`src/rtl/rs485_rx_frame_decoder.sv`:
```
// Purpose : RS-485 slave receive front end; decodes 11-bit 9-bit-mode UART frames, matches addresses, delivers data bytes.
// Latency : result pulses 2 + CLKS_PER_BIT/2 + 10*CLKS_PER_BIT + 1 clk after the start-bit falling edge at the pin.
// Backpressure: none; the line cannot be stalled, every pulse is one clk wide and must be taken when it appears.
//
// Ports:
//   clk        system clock
//   reset      synchronous, active-high reset
//   Rx         asynchronous receive line, idle high
//   tx_active  local transmitter owns the bus; receiver ignores the line and aborts any frame in progress
//   rx_data    last data byte accepted while addressed
//   rx_valid   one-clk pulse, rx_data just updated
//   addr_match one-clk pulse, address frame equal to SLAVE_ADDR (feeds the Tx controller seq_detect)
//   addressed  level, slave selected by own or broadcast address
//   frame_err  one-clk pulse, stop bit sampled low
//   busy       receiver is inside a frame
//
// Build option: define RX_MAJORITY_EN to take every bit (and the start check)
// as the 2-of-3 majority of the last three synchronised samples ending at the
// sample point. Sample timing relative to the state machine is identical.

module rs485_rx_frame_decoder #(
    parameter int         CLKS_PER_BIT = 16,
    parameter logic [7:0] SLAVE_ADDR   = 8'h01,
    parameter logic [7:0] BCAST_ADDR   = 8'hFF
) (
    input  logic       clk,
    input  logic       reset,
    input  logic       Rx,
    input  logic       tx_active,
    output logic [7:0] rx_data,
    output logic       rx_valid,
    output logic       addr_match,
    output logic       addressed,
    output logic       frame_err,
    output logic       busy
);

    localparam int CW = $clog2(CLKS_PER_BIT);

    // Start check lands mid start bit; every later bit is sampled one full
    // bit time after the previous sample, i.e. mid-cell.
    localparam logic [CW-1:0] HALF_LAST = CW'(CLKS_PER_BIT / 2 - 1);
    localparam logic [CW-1:0] BIT_LAST  = CW'(CLKS_PER_BIT - 1);
    localparam logic [CW-1:0] CNT_ONE   = CW'(1);

    localparam logic [2:0] IDLE  = 3'd0;
    localparam logic [2:0] START = 3'd1;
    localparam logic [2:0] DATA  = 3'd2;
    localparam logic [2:0] MODE  = 3'd3;
    localparam logic [2:0] STOP  = 3'd4;
    localparam logic [2:0] DONE  = 3'd5;

    logic          rx_s1;
    logic          rs;
    logic [2:0]    state;
    logic [CW-1:0] cnt;
    logic [2:0]    bit_idx;
    logic [7:0]    shreg;
    logic          mode_bit;
    // Set after a framing error: the line may still be low (break), so the
    // start detector stays disarmed until the line has been seen high.
    logic          wait_high;
    logic          bit_val;

`ifdef RX_MAJORITY_EN
    logic rs_d1;
    logic rs_d2;

    always_ff @(posedge clk) begin
        if (reset) begin
            rs_d1 <= 1'b1;
            rs_d2 <= 1'b1;
        end else begin
            rs_d1 <= rs;
            rs_d2 <= rs_d1;
        end
    end

    // Samples at sample point -2, -1 and 0; a single-clk spike cannot flip it.
    assign bit_val = (rs_d2 & rs_d1) | (rs_d2 & rs) | (rs_d1 & rs);
`else
    assign bit_val = rs;
`endif

    assign busy = (state != IDLE);

    always_ff @(posedge clk) begin
        if (reset) begin
            rx_s1      <= 1'b1;
            rs         <= 1'b1;
            state      <= IDLE;
            cnt        <= '0;
            bit_idx    <= 3'd0;
            shreg      <= 8'h00;
            mode_bit   <= 1'b0;
            wait_high  <= 1'b0;
            rx_data    <= 8'h00;
            rx_valid   <= 1'b0;
            addr_match <= 1'b0;
            addressed  <= 1'b0;
            frame_err  <= 1'b0;
        end else begin
            rx_s1      <= Rx;
            rs         <= rx_s1;
            rx_valid   <= 1'b0;
            addr_match <= 1'b0;
            frame_err  <= 1'b0;

            if (tx_active && state != IDLE) begin
                // Our own transmission owns the bus: drop the partial frame.
                state <= IDLE;
                cnt   <= '0;
            end else begin
                case (state)
                    IDLE: begin
                        if (!tx_active) begin
                            if (wait_high) begin
                                if (rs) begin
                                    wait_high <= 1'b0;
                                end
                            end else if (!rs) begin
                                state <= START;
                                cnt   <= '0;
                            end
                        end
                    end

                    START: begin
                        if (cnt == HALF_LAST) begin
                            cnt     <= '0;
                            bit_idx <= 3'd0;
                            // Line back high by mid start bit: a glitch, not a frame.
                            state   <= bit_val ? IDLE : DATA;
                        end else begin
                            cnt <= cnt + CNT_ONE;
                        end
                    end

                    DATA: begin
                        if (cnt == BIT_LAST) begin
                            cnt            <= '0;
                            shreg[bit_idx] <= bit_val;
                            if (bit_idx == 3'd7) begin
                                state <= MODE;
                            end else begin
                                bit_idx <= bit_idx + 3'd1;
                            end
                        end else begin
                            cnt <= cnt + CNT_ONE;
                        end
                    end

                    MODE: begin
                        if (cnt == BIT_LAST) begin
                            cnt      <= '0;
                            mode_bit <= bit_val;
                            state    <= STOP;
                        end else begin
                            cnt <= cnt + CNT_ONE;
                        end
                    end

                    STOP: begin
                        if (cnt == BIT_LAST) begin
                            cnt   <= '0;
                            state <= DONE;
                            // Results are registered here so that they appear
                            // together during the single DONE cycle.
                            if (!bit_val) begin
                                frame_err <= 1'b1;
                                wait_high <= 1'b1;
                            end else if (mode_bit) begin
                                if (shreg == SLAVE_ADDR) begin
                                    addressed  <= 1'b1;
                                    addr_match <= 1'b1;
                                end else if (shreg == BCAST_ADDR) begin
                                    addressed <= 1'b1;
                                end else begin
                                    addressed <= 1'b0;
                                end
                            end else if (addressed) begin
                                rx_data  <= shreg;
                                rx_valid <= 1'b1;
                            end
                        end else begin
                            cnt <= cnt + CNT_ONE;
                        end
                    end

                    DONE: begin
                        state <= IDLE;
                    end

                    default: begin
                        state <= IDLE;
                        cnt   <= '0;
                    end
                endcase
            end
        end
    end

`ifndef SYNTHESIS
    // At most one kind of result per frame.
    a_one_result: assert property (@(posedge clk) disable iff (reset)
        !(rx_valid && (addr_match || frame_err)) && !(addr_match && frame_err));
    // Data is only delivered to a selected slave.
    a_valid_addressed: assert property (@(posedge clk) disable iff (reset)
        rx_valid |-> addressed);
`endif

endmodule

```
`config.mk`:
```
export PLATFORM = sky130hd
export DESIGN_NAME = rs485_rx_frame_decoder
export DESIGN_NICKNAME = d
export VERILOG_FILES = /design/src/rtl/rs485_rx_frame_decoder.sv
export SDC_FILE = /design/constraint.sdc
export NUM_CORES = 1
export LEC_CHECK = 0
export CAP_MARGIN = 20
export CORE_UTILIZATION = 35
export DETAILED_ROUTE_END_ITERATION = 8
export MAX_ROUTING_LAYER = met4
export SLEW_MARGIN = 20
export SYNTH_ARGS = -nofsm -noshare
export SYNTH_HDL_FRONTEND = slang
export SYNTH_SLANG_ARGS = --single-unit
```
`constraint.sdc`:
```
create_clock -name clk -period 2.7 [get_ports clk]
set_input_delay 0.54 -clock clk [delete_from_list [all_inputs] [get_ports clk]]
set_output_delay 0.54 -clock clk [all_outputs]
set_load 0.05 [all_outputs]
```
==> flow_metrics.env <==
export IMPL_drtIter0Drc=88
export IMPL_drv_cap=0
export IMPL_die_h_um=70.41
export IMPL_coreArea_um2=4414
export IMPL_synth_flop_cell="dfxtp_1"
export IMPL_drv_slew=0
export IMPL_crit_type="reg -> reg"
export IMPL_antenna_found_initial=0
export IMPL_multi_input_area_um2=873.3
export IMPL_rows=24
export IMPL_p_per_area_nw_per_um2=615.1
export IMPL_layoutNonFillerInstCount=251
export IMPL_die_width_um=70.41
export IMPL_design_area_um2=1964
export IMPL_clk_path_buf_depth=2
export IMPL_rr_startpoint="bit_idx[0]"
export IMPL_clock_latency_ns=0.29
export IMPL_syn_nets=194
export IMPL_hold_violations=0
export IMPL_num_antenna_cells=0
export IMPL_cts_clk_slew_worst_paths_ns=0.07
export IMPL_final_nets=205
export IMPL_reg2reg_to="bit_idx[2]"
export IMPL_reg2reg_depth=7
export IMPL_min_from="rx_s1"
export IMPL_drt_pass1_iterations=4
export IMPL_synth_top_area_share_pct=41.56
export IMPL_synth_common_cells="dfxtp_1 (34), nor2_1 (25), mux2i_1 (20), nand2_1 (14), clkbuf_1 (13)"
export IMPL_gp_congestion=0.7705
export IMPL_period_share_pct=81.53
export IMPL_peakVddDrop_mv=0.3186
export IMPL_outcome="complete, no violations"
export IMPL_layout_area_overhead_vs_synth_pct=19.94
export IMPL_postRouteAntennaNets=0
export IMPL_ys_ff_latch=34
export IMPL_cts_inserted_buffers=5
export IMPL_synth_cells=187
export IMPL_ios=17
export IMPL_synth_edf_count=0
export IMPL_via_per_inst=5.315
export IMPL_synth_area_leaders="dfxtp_1 (42%), mux2i_1 (12%), nor2_1 (5.7%), a21oi_1 (3.4%), nand2_1 (3.2%)"
export IMPL_p_leak_nw=0.6472
export IMPL_grt_pass1_vias=1239
export IMPL_synthDistinctLibCells=38
export IMPL_h_tree_depth=2
export IMPL_placed_cell_area_um2=1822
export IMPL_wire_per_inst_um=12.86
export IMPL_rrSetupSlack_ns=0.50
export IMPL_min_to="bit_val"
export IMPL_post_cts_setup_buffers=0
export IMPL_end_kind="flip-flop"
export IMPL_start_util_pct=37.10
export IMPL_yosys_warnings=0
export IMPL_syn_avg_cell_area_um2=8.758
export IMPL_rsz0062_at_grt="no"
export IMPL_cp_arrival_ns=2.42
export IMPL_critical_path_max_fanout=11
export IMPL_fmax_mhz=454.3
export IMPL_post_route_min_period_ns=2.201
export IMPL_hp_class="reg -> reg"
export IMPL_grt_pass1_wl_mm=5.671
export IMPL_seqCellArea_um2=680.7
export IMPL_postCtsResizedCells=0
export IMPL_ctsHoldBuffers=0
export IMPL_synth_largest_area_cell="dfxtp_1"
export IMPL_cts_tree="yes"
export IMPL_cts_root_buffer="clkbuf_8"
export IMPL_drive_above_1_share_pct=10.05
export IMPL_relSlewSlack_pct=65.25
export IMPL_startpoint_type="flip-flop"
export IMPL_dp_cells=243
export IMPL_async_flop_share_pct=0
export IMPL_post_dp_hpwl_mm=2.145
export IMPL_required_ns=2.92
export IMPL_finClkSkew_ns=0.003305
export IMPL_port_buffer_count=16
export IMPL_grt_overflow=0
export IMPL_track_usage_pct=14.88
export IMPL_grt_max_degree=26
export IMPL_num_vias=1334
export IMPL_fillCellCount=427
export IMPL_routed_wl_mm=3.229
export IMPL_cts_sinks=34
export IMPL_synth_cell_area_um2=1638
export IMPL_min_path_cells=1
export IMPL_tightest_slew_ns=0.5181
export IMPL_setup_viol=0
export IMPL_drc_errors=0
export IMPL_synth_most_common_cell="dfxtp_1"
export IMPL_seq_area_frac_synth_pct=41.56
export IMPL_tns_ns=0
export IMPL_p_total_mw=1.208
export IMPL_die_area_um2=4957
sequential cells by signal, indices dropped and copies added, names as in the netlist:
signal	cells
addr_match	1
addressed	1
bit_idx	3
bit_val	1
cnt	4
frame_err	1
mode_bit	1
rx_data	8
rx_s1	1
rx_valid	1
shreg	8
state	3
wait_high	1
layout make-up:
class	count	share of cell area [%]
inverters	4	0.7643
flip-flops and latches	34	34.65
multi-input cells	133	44.46
well taps	52	3.312
clock inverters	2	3.057
repair buffers	20	9.554
clock buffers	6	4.204
kinds of logic (layout without fill, tap and decap cells):
kind of cell    Yosys count  count (layout)  synth area share [%]
compound gates           30              30                 12.68
buf+inv                  20              32                 5.118
fa+ha+maj                 3               3                 2.292
mux                      20              20                 12.22
simple gates             79              79                 25.59
xor+xnor                  1               1                0.5349
flops                    34              34                 41.56
cell usage in the layout, fill, tap and decap left out, types with 2 or more instances in the layout:
| cell | synthesis | routed |
|---|---|---|
| or3_1 | 5 | 5 |
| nor3_1 | 8 | 8 |
| nand4_1 | 3 | 3 |
| nor3b_1 | 2 | 2 |
| nand3_1 | 4 | 4 |
| a211oi_1 | 4 | 4 |
| dfxtp_1 | 34 | 34 |
| mux2i_1 | 20 | 20 |
| bufinv_16 | 0 | 2 |
| nor2_1 | 25 | 25 |
| inv_1 | 4 | 4 |
| nor2b_1 | 2 | 2 |
| o22ai_1 | 2 | 2 |
| clkbuf_8 | 0 | 6 |
| nor4_1 | 5 | 5 |
| buf_4 | 0 | 5 |
| nand4b_1 | 2 | 2 |
| a21oi_1 | 11 | 11 |
| nand2_1 | 14 | 14 |
| ha_1 | 3 | 3 |
| or2_2 | 2 | 2 |
| o21ai_0 | 5 | 5 |
| clkdlybuf4s50_1 | 0 | 15 |
| nor4b_2 | 2 | 2 |
through the flow:
step | setup slack, ns | hold WS [ns] | util (%)
2_1_floorplan | 0.6941 | 0.3895 | -
3_3_place_gp | 0.3359 | 0.3917 | 41.27
3_5_place_dp | 0.2908 | 0.3954 | 41.27
4_1_cts | 0.5005 | 0.4119 | 44.50
5_1_grt | 0.3249 | 0.4511 | 44.50
6_report | 0.4987 | 0.4117 | 44.50
how the worst max path moves through the flow:
stage	from	endpoint	slack [ns]	cells past startpoint
5_1_grt	bit_idx[0]	bit_idx[2]	0.32	7
2_1_floorplan	cnt[0]	rx_data[0]	0.69	6
3_3_place_gp	tx_active	bit_idx[2]	0.34	4
6_report	bit_idx[0]	bit_idx[2]	0.50	7
4_1_cts	bit_idx[0]	bit_idx[2]	0.50	7
3_5_place_dp	tx_active	bit_idx[1]	0.29	4
worst max-delay path: stages (launching register included):
cell,delay [ns]
dfxtp_1,0.43
ha_1,0.26
ha_1,0.19
nor3b_1,0.18
mux2i_1,0.09
or4_1,0.49
or3_1,0.34
a21oi_1,0.15
power breakdown:
group / switching [mW] / total (mW) / internal, mW
registers: 0.0166 / 0.527 / 0.511
clock network: 0.191 / 0.585 / 0.394
logic: 0.0588 / 0.0965 / 0.0377
total: 0.266 / 1.21 / 0.942
per-layer routing:
layer | up-vias | part of all wire, % | global-route usage (%) | wire (µm)
met3 | 7 | 4.6 | 5.195 | 149
li1 | 689 | - | - | -
met1 | 607 | 53 | 19.66 | 1702
met5 | - | 0 | - | 0
met2 | 31 | 41 | 20.74 | 1310
met4 | 0 | 2.1 | 5.556 | 67
Power figures use the tool's default switching activity.
